## config.mk

```make
export PLATFORM = sky130hd
export DESIGN_NAME = instr_encoder
export DESIGN_NICKNAME = d
export VERILOG_FILES = /design/src/rtl/instr_encoder.sv
export SDC_FILE = /design/constraint.sdc
export NUM_CORES = 1
export LEC_CHECK = 0
export CORE_MARGIN = 3
export CORE_UTILIZATION = 49
export DETAILED_ROUTE_END_ITERATION = 10
export DONT_BUFFER_PORTS = 1
export PLACE_DENSITY = 0.68
export SETUP_SLACK_MARGIN = 0.02
export SLEW_MARGIN = 20
export SYNTH_ARGS = -nofsm -noshare
export SYNTH_HDL_FRONTEND = slang
export SYNTH_SLANG_ARGS = --single-unit
export TNS_END_PERCENT = 5
```

## constraint.sdc

```tcl
create_clock -name clk -period 1.8 [get_ports clk]
set_input_delay 0.18 -clock clk [delete_from_list [all_inputs] [get_ports clk]]
set_output_delay 0.18 -clock clk [all_outputs]
set_load 0.02 [all_outputs]
```

## src/rtl/instr_encoder.sv

```systemverilog
// Packs decoded instruction fields into 32-bit words and streams them into
// instruction memory at consecutive addresses, stopping on the last word or an encode error.
module instr_encoder #(
    parameter int ADDR_W    = 8,
    parameter int BASE_ADDR = 0,
    parameter int DEPTH     = 256
) (
    input  logic              clk,
    input  logic              rst_n,
    input  logic              start,
    input  logic              in_valid,
    output logic              in_ready,
    input  logic              in_last,
    input  logic [5:0]        opcode,
    input  logic [3:0]        rd,
    input  logic [3:0]        rn,
    input  logic [3:0]        rm,
    input  logic [31:0]       imm_ext,
    input  logic              i,
    input  logic              s,
    input  logic              sh,
    input  logic [4:0]        sh_imm,
    output logic              mem_we,
    output logic [ADDR_W-1:0] mem_addr,
    output logic [31:0]       mem_wdata,
    output logic              busy,
    output logic              done,
    output logic              err,
    output logic [ADDR_W-1:0] err_addr,
    output logic [ADDR_W:0]   count
);

    localparam logic [ADDR_W-1:0] FIRST_ADDR = ADDR_W'(BASE_ADDR);
    localparam logic [ADDR_W-1:0] LAST_ADDR  = ADDR_W'(BASE_ADDR + DEPTH - 1);
    localparam logic [ADDR_W:0]   CNT_MAX    = (ADDR_W+1)'(DEPTH);

    typedef enum logic [1:0] {
        IDLE = 2'd0,
        RUN  = 2'd1,
        DONE = 2'd2,
        ERR  = 2'd3
    } state_t;

    state_t              state_q, state_d;
    logic [ADDR_W-1:0]   addr_q, addr_d;
    logic [ADDR_W:0]     count_q, count_d;
    logic [ADDR_W-1:0]   err_addr_q, err_addr_d;
    logic                we_q, we_d;
    logic [ADDR_W-1:0]   maddr_q, maddr_d;
    logic [31:0]         wdata_q, wdata_d;

    logic [31:0]         enc_word;
    logic                legal;

    // Immediate form only carries 16 bits, so bits [31:15] must be a pure sign extension.
    assign legal    = !i || (&imm_ext[31:15]) || !(|imm_ext[31:15]);
    assign enc_word = i ? {opcode, i, s, rd, rn, imm_ext[15:0]}
                        : {opcode, i, s, rd, rn, rm, sh, sh_imm, 6'b000000};

    always_comb begin
        state_d    = state_q;
        addr_d     = addr_q;
        count_d    = count_q;
        err_addr_d = err_addr_q;
        we_d       = 1'b0;
        maddr_d    = maddr_q;
        wdata_d    = wdata_q;
        case (state_q)
            IDLE, DONE, ERR: begin
                if (start) begin
                    state_d = RUN;
                    addr_d  = FIRST_ADDR;
                    count_d = '0;
                end
            end
            RUN: begin
                if (in_valid) begin
                    if (legal) begin
                        we_d    = 1'b1;
                        maddr_d = addr_q;
                        wdata_d = enc_word;
                        addr_d  = addr_q + 1'b1;
                        if (count_q != CNT_MAX) count_d = count_q + 1'b1;
                        // Leaving RUN at acceptance drops in_ready while the final write is issued.
                        if (in_last || addr_q == LAST_ADDR) state_d = DONE;
                    end else begin
                        err_addr_d = addr_q;
                        state_d    = ERR;
                    end
                end
            end
            default: state_d = IDLE;
        endcase
    end

    always_ff @(posedge clk) begin
        if (!rst_n) begin
            state_q    <= IDLE;
            addr_q     <= '0;
            count_q    <= '0;
            err_addr_q <= '0;
            we_q       <= 1'b0;
            maddr_q    <= '0;
            wdata_q    <= '0;
        end else begin
            state_q    <= state_d;
            addr_q     <= addr_d;
            count_q    <= count_d;
            err_addr_q <= err_addr_d;
            we_q       <= we_d;
            maddr_q    <= maddr_d;
            wdata_q    <= wdata_d;
        end
    end

    assign in_ready  = (state_q == RUN);
    assign busy      = (state_q == RUN);
    assign done      = (state_q == DONE);
    assign err       = (state_q == ERR);
    assign mem_we    = we_q;
    assign mem_addr  = maddr_q;
    assign mem_wdata = wdata_q;
    assign err_addr  = err_addr_q;
    assign count     = count_q;

endmodule
```

# [Word-level counts from Yosys, hierarchy flattened]
# Index checks and enable logic that the tools add are counted.
[word_totals] ff_bits=68 in_bits=63 out_inout_bits=62 word_cells=51
[op_classes] addsub=2 eq_ne=10 mux=16 n_bitwise=1 reduce_logical=15
[ops] op="two-way mux 9 bit" n=4
[ops] op="two-way mux 26 bit" n=1
[ops] op="two-way mux 8 bit" n=3
[ops] op="case mux 9 bit (2 select lines)" n=1
[ops] op="AND reduction 17 bit" n=1
[ops] op="OR reduction 17 bit" n=1
[ops] op="case mux 8 bit (2 select lines)" n=1
[ops] op="AND reduction 3 bit" n=5
[ops] op="adder 9 x 1 -> 9 bit (second input constant)" n=1
[ops] op="!= test 9 bit (second input constant)" n=1
[ops] op="adder 8 x 1 -> 8 bit (second input constant)" n=1
[ops] op="== test 8 bit (second input constant)" n=1
[ops] op="two-way mux 2 bit" n=4
[ops] op="== test 2 bit (second input constant)" n=2
[ops] op="!= test 2 x 1 -> 1 bit (second input constant)" n=2
[ops] op="!= test 2 bit (second input constant)" n=2
[ops] op="case mux 2 bit (2 select lines)" n=1
[ops] op="AND reduction 4 bit" n=1
[ops] op="logical OR 1 bit" n=3
[ops] op="!= test 3 x 2 -> 1 bit (second input constant)" n=1
[ops] op="OR reduction 3 bit" n=1
[ops] op="== test 2 x 1 -> 1 bit (second input constant)" n=1
[ops] op="logical NOT 1 bit" n=2
[ops] op="logical NOT 2 bit" n=1
[ops] op="other kinds (2)" n=2

# [Depth between registers and ports, before layout]
# Gate-level depths: netlist of run 1.
[logic_depth] depth_word=6 mapped_depth=8

# [Worst setup path after synthesis of run 1]
# No wires, ideal clock.
[synth_timing] path_kind="input to register" startpoint="input port imm_ext[18]" endpoint="register count_q[1] (netlist: count[1])" t_arrival_ns=1.739 required_ns=1.683 path_slack_ns=-0.056 cell_stages=7 cell_sequence="nand4_1 -> or4_4 -> o21a_1 -> a21oi_2 -> buf_4 -> o22ai_1 -> a32o_1"
[synth_between] elab_chain_len=5
[synth_lines] item="from (decl)" line_no="18" text="input logic [31:0] imm_ext,"
[synth_lines] item="AND reduction 17 bit / OR reduction 17 bit (equally long branches)" line_no="56" text="assign legal = !i || (&imm_ext[31:15]) || !(|imm_ext[31:15]);"
[synth_lines] item="logical OR 1 bit / logical NOT 1 bit (equally long branches)" line_no="56"
[synth_lines] item="logical OR 1 bit *" line_no="56"
[synth_lines] item="!= test 2 x 1 -> 1 bit (no line) *"
[synth_lines] item="AND reduction 4 bit (no line) *"
[synth_lines] item="to (signal assigned)" line_no="108" text="count_q <= count_d;"
[synth_lines] item="to (decl)" line_no="46" text="logic [ADDR_W:0] count_q, count_d;"
# Every way passes the cells marked *; elsewhere a longest branch is shown, timed or not.
# A chain may end at the register's enable or synchronous reset.

# [Worst setup path after layout of run 1]
[layout_timing] startpoint="register state_q[1]" endpoint="register wdata_q[19] (netlist: mem_wdata[19])"
[layout_between] elab_chain_len=2
[layout_lines] item="from (decl)" line_no="44" text="state_t state_q, state_d;"
[layout_lines] item="from (signal assigned)" line_no="106" text="state_q <= state_d;"
[layout_lines] item="== test 2 x 1 -> 1 bit" line_no="68" text="case (state_q)"
[layout_lines] item="AND reduction 3 bit (no line)"
[layout_lines] item="to (signal assigned)" line_no="112" text="wdata_q <= wdata_d;"
[layout_lines] item="to (decl)" line_no="50" text="logic [31:0] wdata_q, wdata_d;"
# No other way between the ends.

==> out/qor.yml, run 1 <==
sta:
  fin_hold_ws_ns: 0.00748
  skew_ns: 0.00828
  fin_tns_setup_ns: 0
  slew_headroom_pct: 56.6
  layout_worst_path_cycle_share_pct: 93.1
  rsz0062_at_grt: "true"
  fin_ws_ns: 0.123
  timing.fmax_ghz: 0.596
  period_needed_ns: 1.68
  slew_violations: 0
  hold_violations: 0
  setup-violations-final: 0
  max_slew.worst_pin.slew_ns: 0.649
yosys:
  synth.cell_area_sq_mm: 0.00294
  muxShareOfSynthArea_pct: 11.6
  asyncSetResetFlopFracSynth_pct: 0
  synth_warnings: 0
  count_of_flip_flops_with_a_built_in_enable_after_synthesis: 0
  synthAdderAreaFrac_pct: 1.28
  syn_avg_cell_area_sq_um: 8.93
  synth_simple_gate_area_share_pct: 21.9
  synth_xor_xnor_area_share_pct: 1.19
  syn_inst: 329
  synth_sequential_area_ratio_pct: 46.4
  mappedNetlistNets: 395
  largest_family_of_logic_cells_by_synthesized_area: "simple AND/OR/NAND/NOR gates"
  synth-compound-area-share_pct: 13.7
  postSynthRegisterBits: 68
  synth_cell_types: 47
  yosys_most_used_dff: "sky130_fd_sc_hd__dfxtp_1"
place:
  globalplace.congestion: 0.942
  place.detailed.hpwl_mm: 5.25
  port_buffers: 0
  setup_slack_at_placement_ns: -0.149
  dpl.cell_count: 413
detailed_routing:
  drtIter0Drc: 159
  router_iterations_before_antenna_repair: 4
  detailroute.via_count: 2583
  ant_nets: 0
  wl_per_cell_um: 16.8
  viasPerCell: 5.73
  drc: 0
  detail_route.wirelength_mm: 7.59
global_routing:
  gr-total-overflow: 0
  first_global_vias: 2440
  number_of_antenna_violations_at_the_first_check_in_global_routing: 0
  groute.usage.overall_pct: 22.0
  grt_first_pass_wirelength_mm: 12.2
  pin_count_of_the_biggest_net_entering_global_routing: 33
run:
  max_cap_violations: 0
clocking:
  cts.clk_slew.worst_paths_ns: 0.08
  numCtsBuffers: 9
  cts_setup_buffers: 0
  clock_path_buffers: 2
  cts.sink_count: 68
  tritoncts: "yes"
  cts.htree.levels: 3
  cts_root_buf: "sky130_fd_sc_hd__clkbuf_8"
  clk-insertion-delay-late_ns: 0.35
floorplanning:
  die_h_um: 83.4
  initial_standard_cell_utilization_of_the_core_pct: 52.1
  num_io_pins: 125
  die_width_um: 83.4
  fp.dieArea_sq_mm: 0.00696
  std_cell_rows: 27
  fp.coreArea_sq_mm: 0.00564
cells_and_area:
  most_common_cell_after_layout_fill_and_taps_aside: "sky130_fd_sc_hd__dfxtp_1"
  post_route_cells_drive_above_1_share_pct: 14.5
  antenna-diode-count: 0
  seq_area_sq_mm: 0.00136
  area_growth_syn_to_layout_pct: 24.5
  leading_cell_types_in_the_layout_fill_and_taps_excluded: "68 x sky130_fd_sc_hd__dfxtp_1, 48 x sky130_fd_sc_hd__nor2_1, 33 x sky130_fd_sc_hd__mux2i_1"
  multiInputGateArea_sq_mm: 0.00150
  final-instance-count-excl-fill: 451
  nets: 440
  nFillCells: 498
setup_path:
  timing_worst_setup_path_type: "flop to flop"
  cp.arrival_ns: 1.91
  cp-end-kind: "flop"
  worst-path-max-fanout: 15
  cp.required_ns: 2.03
  startpoint_type: "flop"
  timing.reg2reg.worst_path_depth: 8
worst_hold_path:
  min_path_type: "primary input to flop"
  hold_depth: 2
status:
  run_status: "finished clean"
power_and_ir_drop:
  vdd_drop_max_mv: 0.555
  totalPowerFinal_w: 0.00318
  power_per_cell_area_mw_per_mm2: 871
  power_leakage_nw: 1.34
==> cell usage after synthesis, types with 2 or more instances <==
cell | count | area share (%)
sky130_fd_sc_hd__and2_1 | 2 | 0.43
sky130_fd_sc_hd__and3_1 | 5 | 1.1
sky130_fd_sc_hd__nand4_1 | 9 | 1.9
sky130_fd_sc_hd__o211ai_1 | 3 | 0.77
sky130_fd_sc_hd__nand2b_1 | 3 | 0.64
sky130_fd_sc_hd__xor2_1 | 2 | 0.60
sky130_fd_sc_hd__a22o_1 | 2 | 0.60
sky130_fd_sc_hd__o21a_1 | 2 | 0.51
sky130_fd_sc_hd__nor2_1 | 48 | 6.1
sky130_fd_sc_hd__ha_1 | 3 | 1.3
sky130_fd_sc_hd__a21oi_1 | 10 | 1.7
sky130_fd_sc_hd__a211oi_1 | 12 | 3.1
sky130_fd_sc_hd__buf_4 | 4 | 1.0
sky130_fd_sc_hd__o22ai_1 | 4 | 0.85
sky130_fd_sc_hd__buf_2 | 4 | 0.68
sky130_fd_sc_hd__xnor2_1 | 2 | 0.60
sky130_fd_sc_hd__nor4_1 | 4 | 0.85
sky130_fd_sc_hd__mux2i_1 | 34 | 12
sky130_fd_sc_hd__clkbuf_1 | 11 | 1.4
sky130_fd_sc_hd__nor3_1 | 4 | 0.68
sky130_fd_sc_hd__nor2b_1 | 2 | 0.43
sky130_fd_sc_hd__or4_1 | 2 | 0.51
sky130_fd_sc_hd__nand2_1 | 26 | 3.3
sky130_fd_sc_hd__nand3_1 | 26 | 4.4
sky130_fd_sc_hd__dfxtp_1 | 68 | 46
sky130_fd_sc_hd__inv_1 | 7 | 0.89
sky130_fd_sc_hd__o21ai_0 | 10 | 1.7
==> metal layers <==
metal | share of wire [%] | wire (um) | global-route usage (%)
met2 | 49 | 3710 | 36.5
met1 | 42 | 3220 | 26.4
met4 | 0.83 | 63 | 7.02
met5 | 0 | 0 | 0
met3 | 7.7 | 586 | 7.94
==> where the power goes <==
| group | internal [W] | total [W] | switching, W |
|---|---|---|---|
| clock | 0.000717 | 0.00130 | 0.000587 |
| sequential | 0.00153 | 0.00159 | 0.0000520 |
| combinational | 0.000141 | 0.000294 | 0.000153 |
| total | 0.00239 | 0.00318 | 0.000793 |
==> through the flow <==
stage	util (%)	area, sq um
2_1_floorplan	-	2970
3_3_place_gp	57.0	3220
3_5_place_dp	57.0	3220
4_1_cts	64.5	3640
5_1_grt	64.8	3660
6_report	64.8	3660
==> worst paths after layout <==
kind         slack (ns)                          to               startpoint
max                0.12  mem_wdata[19]$_SDFFE_PN0P_  state_q[1]$_SDFFE_PN0P_
min               0.007     state_q[1]$_SDFFE_PN0P_                    start
max reg2reg        0.12  mem_wdata[19]$_SDFFE_PN0P_  state_q[1]$_SDFFE_PN0P_
min reg2reg        0.51    err_addr[5]$_SDFFE_PN0P_   addr_q[5]$_SDFFE_PN0P_
==> sequential cells by signal, summed over array words and instances, names as in the netlist <==
register   flops
mem_wdata     32
count          9
mem_we         1
state_q        2
err_addr       8
mem_addr       8
addr_q         8
==> critical path, stage by stage, from the launching register on <==
cell and delay [ns]:
sky130_fd_sc_hd__dfxtp_1 0.31, sky130_fd_sc_hd__nand2b_1 0.18, sky130_fd_sc_hd__inv_2 0.07, sky130_fd_sc_hd__buf_4 0.13
sky130_fd_sc_hd__nand2_1 0.11, sky130_fd_sc_hd__a21oi_4 0.21, sky130_fd_sc_hd__buf_4 0.26, sky130_fd_sc_hd__mux2i_1 0.22
sky130_fd_sc_hd__nor2_1 0.06
==> logic make-up after synthesis <==
group,after synthesis
AO/OA/AOI/OAI,58
adder cells (fa/ha/maj),3
buffers and inverters,26
multiplexers,34
flip-flops,68
XOR/XNOR,4
AND/OR/NAND/NOR,136
==> repair_timing <==
| item | 4_1_cts | 5_1_grt |
|---|---|---|
| hold endpoints to repair | 31 | 0 |
| gates resized for setup | 0 | 3 |
| hold buffers | 22 | 0 |
| endpoints found under the setup margin | 0 | 3 |
==> area by class of cell <==
type,count,share of cell area [%]
well taps,72,2.46
repair buffers,53,13.1
clock buffers,13,4.35
flip-flops and latches,68,37.2
multi-input cells,235,40.9
inverters,7,0.719
clock inverters,3,1.23
Note: power is estimated with default switching activity, not from simulation.
==> run 2: changes to the inputs <==
Settings changed: PLACE_DENSITY 0.68 to 0.66.
Clock period 1.8 ns to 2.1 ns, I/O delays scaled along.
==> run 2 against run 1 <==
Against the previous run: clock power is 9% lower; core utilization is 6.5 points lower; critical path depth is 1 lower; largest power group unchanged; sequential share of layout area is 4.1 points higher; sequential power is 14% lower; die area stayed put; largest cell class unchanged; non-clock buffer count is 39 lower; cell count is 8.6% lower.
==> out/qor.yml, run 2 (same netlist as run 1, synthesis figures left out) <==
status:
  run_status: "finished clean"
floorplanning:
  die_width_um: 83.4  # unchanged
  fp.dieArea_sq_mm: 0.00696  # unchanged
  die_h_um: 83.4  # unchanged
  num_io_pins: 125  # unchanged
  fp.coreArea_sq_mm: 0.00564  # unchanged
  initial_standard_cell_utilization_of_the_core_pct: 52.1  # unchanged
  std_cell_rows: 27  # unchanged
clocking:
  clock_path_buffers: 2  # unchanged
  clk-insertion-delay-late_ns: 0.34  # about the same
  cts.sink_count: 68  # unchanged
  cts.htree.levels: 3  # unchanged
  tritoncts: "yes"
  cts.clk_slew.worst_paths_ns: 0.07  # about the same
  numCtsBuffers: 9  # unchanged
  cts_resized: 0  # unchanged
  cts_root_buf: "sky130_fd_sc_hd__clkbuf_8"
detailed_routing:
  detail_route.wirelength_mm: 7.21  # -5.0%
  viasPerCell: 5.88  # +2.7%
  drc: 0  # unchanged
  router_iterations_before_antenna_repair: 5  # +1
  drtIter0Drc: 162  # +1.9%
  ant_nets: 0  # unchanged
  detailroute.via_count: 2423  # -6.2%
  wl_per_cell_um: 17.5  # +4.0%
power_and_ir_drop:
  power_per_cell_area_mw_per_mm2: 826  # -5.2%
  vdd_drop_max_mv: 0.530  # -4.6%
  power_leakage_nw: 1.18  # -13%
cells_and_area:
  nFillCells: 501  # +0.60%
  leading_cell_types_in_the_layout_fill_and_taps_excluded: "68 x sky130_fd_sc_hd__dfxtp_1, 48 x sky130_fd_sc_hd__nor2_1, 34 x sky130_fd_sc_hd__mux2i_1"
  multiInputGateArea_sq_mm: 0.00147  # -2.1%
  post_route_cells_drive_above_1_share_pct: 10.0  # -4.5 points
  area_growth_syn_to_layout_pct: 12.1
  finish.instance_area_sq_mm: 0.00329  # -10%
  most_common_cell_after_layout_fill_and_taps_aside: "sky130_fd_sc_hd__dfxtp_1"
  seq_area_sq_mm: 0.00136  # unchanged
  antenna-diode-count: 0  # unchanged
  nets: 401  # -8.9%
  max_ffs_per_register: 32  # unchanged
global_routing:
  pin_count_of_the_biggest_net_entering_global_routing: 41  # +24%
  grt_first_pass_wirelength_mm: 11.3  # -7.2%
  first_global_vias: 2202  # -9.8%
  groute.usage.overall_pct: 20.4  # -1.6 points
  gr-total-overflow: 0  # unchanged
  number_of_antenna_violations_at_the_first_check_in_global_routing: 0  # unchanged
setup_path:
  cpMaxStageDelayCell: "sky130_fd_sc_hd__dfxtp_1"
  timing.reg2reg.worst_path_depth: 7  # -1
  cp.required_ns: 2.34  # +0.31 ns
  cp.arrival_ns: 2.10  # +0.19 ns
  timing_worst_setup_path_type: "flop to flop"
  startpoint_type: "flop"
  r2r_start: "state_q[1]$_SDFFE_PN0P_"
  worst-path-max-fanout: 6  # -9
  path_cells: "nand2b_1, inv_1, and2_1, o21ai_1, buf_4, nor4_1, a311o_1"
  delay_contributed_by_the_slowest_stage_of_the_critical_path_ns: 0.38  # +0.07 ns
  cp-end-kind: "flop"
  crit_path_start: "state_q[1]$_SDFFE_PN0P_"
place:
  globalplace.congestion: 0.850  # -9.8%
  placedInstanceArea_sq_mm: 0.00307  # -4.7%
  port_buffers: 0  # unchanged
  place.detailed.hpwl_mm: 5.17  # -1.6%
sta:
  max_slew.worst_pin.slew_ns: 0.656  # +0.00747 ns
  fin_hold_ws_ns: 0.0143  # +0.00681 ns
  skew_ns: 0.00483  # -0.00345 ns
  hold_violations: 0  # unchanged
  setup-violations-final: 0  # unchanged
  timing.fmax_ghz: 0.538  # -9.7%
  layout_worst_path_cycle_share_pct: 88.4  # -4.7 points
  slew_violations: 0  # unchanged
  fin_tns_setup_ns: 0  # unchanged
  period_needed_ns: 1.86  # +0.181 ns
  slew_headroom_pct: 56.2  # -0.40 points
  rsz0062_at_grt: "false"
worst_hold_path:
  hold_path_startpoint: "rst_n"
  hold_depth: 2  # unchanged
  min_path_type: "primary input to flop"
run:
  max_cap_violations: 0  # unchanged
-- run 2: path summary, 6_finish.rpt --
check / to / slack, ns
worst max-delay path: count[3]$_SDFFE_PN0P_ / 0.24
worst min register to register: state_q[1]$_SDFFE_PN0P_ / 0.52
worst max register to register: count[3]$_SDFFE_PN0P_ / 0.24
worst min-delay path: err_addr[0]$_SDFFE_PN0P_ / 0.01
-- run 2: worst max-delay path, delay by kind of cell, from the launching register on --
kind | cells | cell delay (ns)
buf+inv | 2 | 0.32
simple gates | 3 | 0.46
flops | 1 | 0.38
compound gates | 2 | 0.59
-- run 2: through the flow --
stage	setup WS [ns]	utilization [%]	instances	total power [W]
after global placement	0.149	54.3	395	0.00156
after global routing	0.107	58.4	412	0.00281
after CTS	0.263	58.4	412	0.00274
final	0.243	58.4	412	0.00272
after detailed placement	0.125	54.3	395	0.00157
after floorplan	0.214	-	329	0.00153
-- run 2: final cells by class --
type / instances / area share (%)
clock buffer: 11 / 4.29
multi-input combinational: 235 / 44.5
tap: 72 / 2.74
timing repair buffer: 14 / 4.03
inverter: 7 / 0.798
clock inverter: 5 / 2.28
sequential: 68 / 41.4
-- run 2: metal layers --
| layer | track usage, % | routed length (um) |
|---|---|---|
| met1 | 24.5 | 3090 |
| met2 | 32.7 | 3340 |
| met3 | 7.94 | 657 |
| met4 | 7.89 | 117 |
| met5 | 0 | 0 |
-- run 2: report_power, final --
part	internal, W	switching, W	total (W)	leakage, nW
Clock	0.000695	0.000482	0.00118	0.113
Sequential	0.00132	0.0000475	0.00136	0.550
Combinational	0.0000686	0.000111	0.000179	0.513
-- run 2: what timing repair did --
action                                 in CTS  in global routing
hold buffers                                1                  0
setup buffers                               0                  0
endpoints found under the hold margin       7                  0
==> run 3: changes to the inputs <==
Settings changed: CORE_MARGIN 3 to unset.
==> run 3 against run 2 <==
Against the previous run: die area decreased by 9.4%; critical endpoint is now mem_wdata[21]$_SDFFE_PN0P_; critical path depth unchanged; wire length decreased by 4.4%; largest power group unchanged; critical path type unchanged; largest cell class unchanged.
==> out/qor.yml, run 3 (same netlist as run 1, synthesis figures left out) <==
worst_hold_path:
  min_path_type: "primary input to flop"
  hold_path_startpoint: "rst_n"
clocking:
  clk-insertion-delay-late_ns: 0.34  # about the same
  cts_setup_buffers: 0  # unchanged
  numCtsBuffers: 9  # unchanged
  tritoncts: "yes"
  cts_resized: 0  # unchanged
  cts.clk_slew.worst_paths_ns: 0.07  # about the same
  clock_path_buffers: 2  # unchanged
  cts_root_buf: "sky130_fd_sc_hd__clkbuf_8"
  cts.htree.levels: 3  # unchanged
  cts.sink_count: 68  # unchanged
place:
  port_buffers: 0  # unchanged
  place.detailed.hpwl_mm: 5.02  # -2.8%
  globalplace.congestion: 0.826  # -2.8%
  setup_slack_at_placement_ns: 0.0466  # -0.0789 ns
floorplanning:
  die_width_um: 79.4  # -4.8%
  die_h_um: 79.4  # -4.8%
  std_cell_rows: 27  # unchanged
  initial_standard_cell_utilization_of_the_core_pct: 52.1  # unchanged
  fp.dieArea_sq_mm: 0.00631  # -9.4%
  num_io_pins: 125  # unchanged
  fp.coreArea_sq_mm: 0.00564  # unchanged
cells_and_area:
  most_common_cell_after_layout_fill_and_taps_aside: "sky130_fd_sc_hd__dfxtp_1"
  multiInputGateArea_sq_mm: 0.00147  # unchanged
  nets: 404  # +0.75%
  post_route_cells_drive_above_1_share_pct: 9.94  # -0.058 points
  max_ffs_per_register: 32  # unchanged
  seq_area_sq_mm: 0.00136  # unchanged
  leading_cell_types_in_the_layout_fill_and_taps_excluded: "68 x sky130_fd_sc_hd__dfxtp_1, 48 x sky130_fd_sc_hd__nor2_1, 34 x sky130_fd_sc_hd__mux2i_1"
  area_growth_syn_to_layout_pct: 11.3
  nFillCells: 532  # +6.2%
  antenna-diode-count: 0  # unchanged
sta:
  period_needed_ns: 1.86  # -0.000296 ns
  hold_violations: 0  # unchanged
  timing.fmax_ghz: 0.539  # about the same
  slew_headroom_pct: 69.0  # +13 points
  max_slew.worst_pin.slew_ns: 0.465  # -0.191 ns
  setup-violations-final: 0  # unchanged
  rsz0062_at_grt: "false"
  slew_violations: 0  # unchanged
  skew_ns: 0.00494  # +0.000114 ns
  fin_tns_setup_ns: 0  # unchanged
  layout_worst_path_cycle_share_pct: 88.4  # about the same
  fin_ws_ns: 0.243  # +0.000296 ns
detailed_routing:
  detail_route.wirelength_mm: 6.89  # -4.4%
  detailroute.via_count: 2424  # +0.041%
  ant_nets: 0  # unchanged
  viasPerCell: 5.86  # -0.44%
  drtIter0Drc: 165  # +1.9%
  drc: 0  # unchanged
  router_iterations_before_antenna_repair: 4  # -1
  wl_per_cell_um: 16.6  # -4.9%
global_routing:
  grt_first_pass_wirelength_mm: 10.8  # -4.4%
  first_global_vias: 2166  # -1.6%
  groute.usage.overall_pct: 22.8  # +2.4 points
  gr-total-overflow: 0  # unchanged
  pin_count_of_the_biggest_net_entering_global_routing: 34  # -17%
  number_of_antenna_violations_at_the_first_check_in_global_routing: 0  # unchanged
power_and_ir_drop:
  totalPowerFinal_w: 0.00248  # -8.6%
  power_leakage_nw: 1.17  # -0.80%
  sw_pwr_w: 0.000614  # -4.1%
  share_clk_of_total_power_pct: 37.9  # -5.4 points
  power_report.internal_total_w: 0.00187  # -10%
  swShare_pct: 24.7  # +1.2 points
  vdd_drop_max_mv: 0.464  # -12%
  power_per_cell_area_mw_per_mm2: 760  # -8.0%
  sequentialPowerShare_pct: 54.8  # +4.7 points
  share_comb_of_total_power_pct: 7.3  # +0.7 points
setup_path:
  crit_path_start: "state_q[1]$_SDFFE_PN0P_"
  cp-end-kind: "flop"
  startpoint_type: "flop"
  worst-path-max-fanout: 33  # +27
  cp.arrival_ns: 2.08  # -0.02 ns
  cp.required_ns: 2.32  # -0.02 ns
  r2r_start: "state_q[1]$_SDFFE_PN0P_"
  timing_worst_setup_path_type: "flop to flop"
run:
  max_cap_violations: 0  # unchanged
status:
  run_status: "finished clean"
-- run 3: changes by cell type in the layout (fill, tap and decap cells not counted), sizes merged --
cell         change
buf              +2
bufinv           -2
clkbuf           +2
clkinv           -1
dlygate4sd3      +1
-- run 3: metal layers --
layer  share of wire, %  vias to the layer above  track usage (%)
met5                  0                        -                0
met4                1.7                        0             11.1
li1                   -                     1196                -
met2                 47                      109             36.2
met1                 43                     1109             27.6
met3                7.8                       10             7.54
-- run 3: worst paths after layout --
kind,to,slack (ns),depth (start not counted)
worst max-delay path,mem_wdata[21]$_SDFFE_PN0P_,0.24,7
worst min register to register,state_q[1]$_SDFFE_PN0P_,0.49,2
worst max register to register,mem_wdata[21]$_SDFFE_PN0P_,0.24,7
worst min-delay path,err_addr[0]$_SDFFE_PN0P_,0.008,2
-- run 3: area by class of cell --
class                      instances  share of cell area, %
inverter                           7                  0.804
clock inverter                     2                  0.306
timing repair buffer              17                   4.82
clock buffer                      13                   4.86
sequential                        68                   41.6
multi-input combinational        235                   44.8
tap                               72                   2.76
-- run 3: through the flow --
step / util [%] / cell area (sq um) / hold WS [ns] / cells
global route: 58.0 / 3270 / 0.00110 / 414
floorplan: - / 2940 / 0.357 / 329
CTS: 57.8 / 3260 / 0.00715 / 413
finish: 58.0 / 3270 / 0.00776 / 414
global placement: 54.6 / 3080 / 0.335 / 397
detailed placement: 54.6 / 3080 / 0.338 / 397
-- run 3: repair_timing --
item / CTS / global route
endpoints found under the hold margin: 1 / 2
hold buffers: 1 / 1
endpoints found under the setup margin: 0 / 0
-- run 3: power by group through the flow --
| stage | sequential (W) | combinational, W | clock [W] |
|---|---|---|---|
| finish | 0.00136 | 0.000182 | 0.000941 |
| floorplan | 0.00138 | 0.000147 | 0 |
| CTS | 0.00136 | 0.000180 | 0.000964 |
| global route | 0.00136 | 0.000202 | 0.00103 |
| detailed placement | 0.00139 | 0.000178 | 0 |
| global placement | 0.00139 | 0.000176 | 0 |
-- run 3: critical path, stage by stage (launching register included) --
cell and delay, ns:
sky130_fd_sc_hd__dfxtp_1 0.33, sky130_fd_sc_hd__nand2b_1 0.22, sky130_fd_sc_hd__inv_1 0.13, sky130_fd_sc_hd__nand2_1 0.19, sky130_fd_sc_hd__a21oi_4 0.34, sky130_fd_sc_hd__buf_12 0.23
sky130_fd_sc_hd__mux2i_1 0.22, sky130_fd_sc_hd__nor2_1 0.07
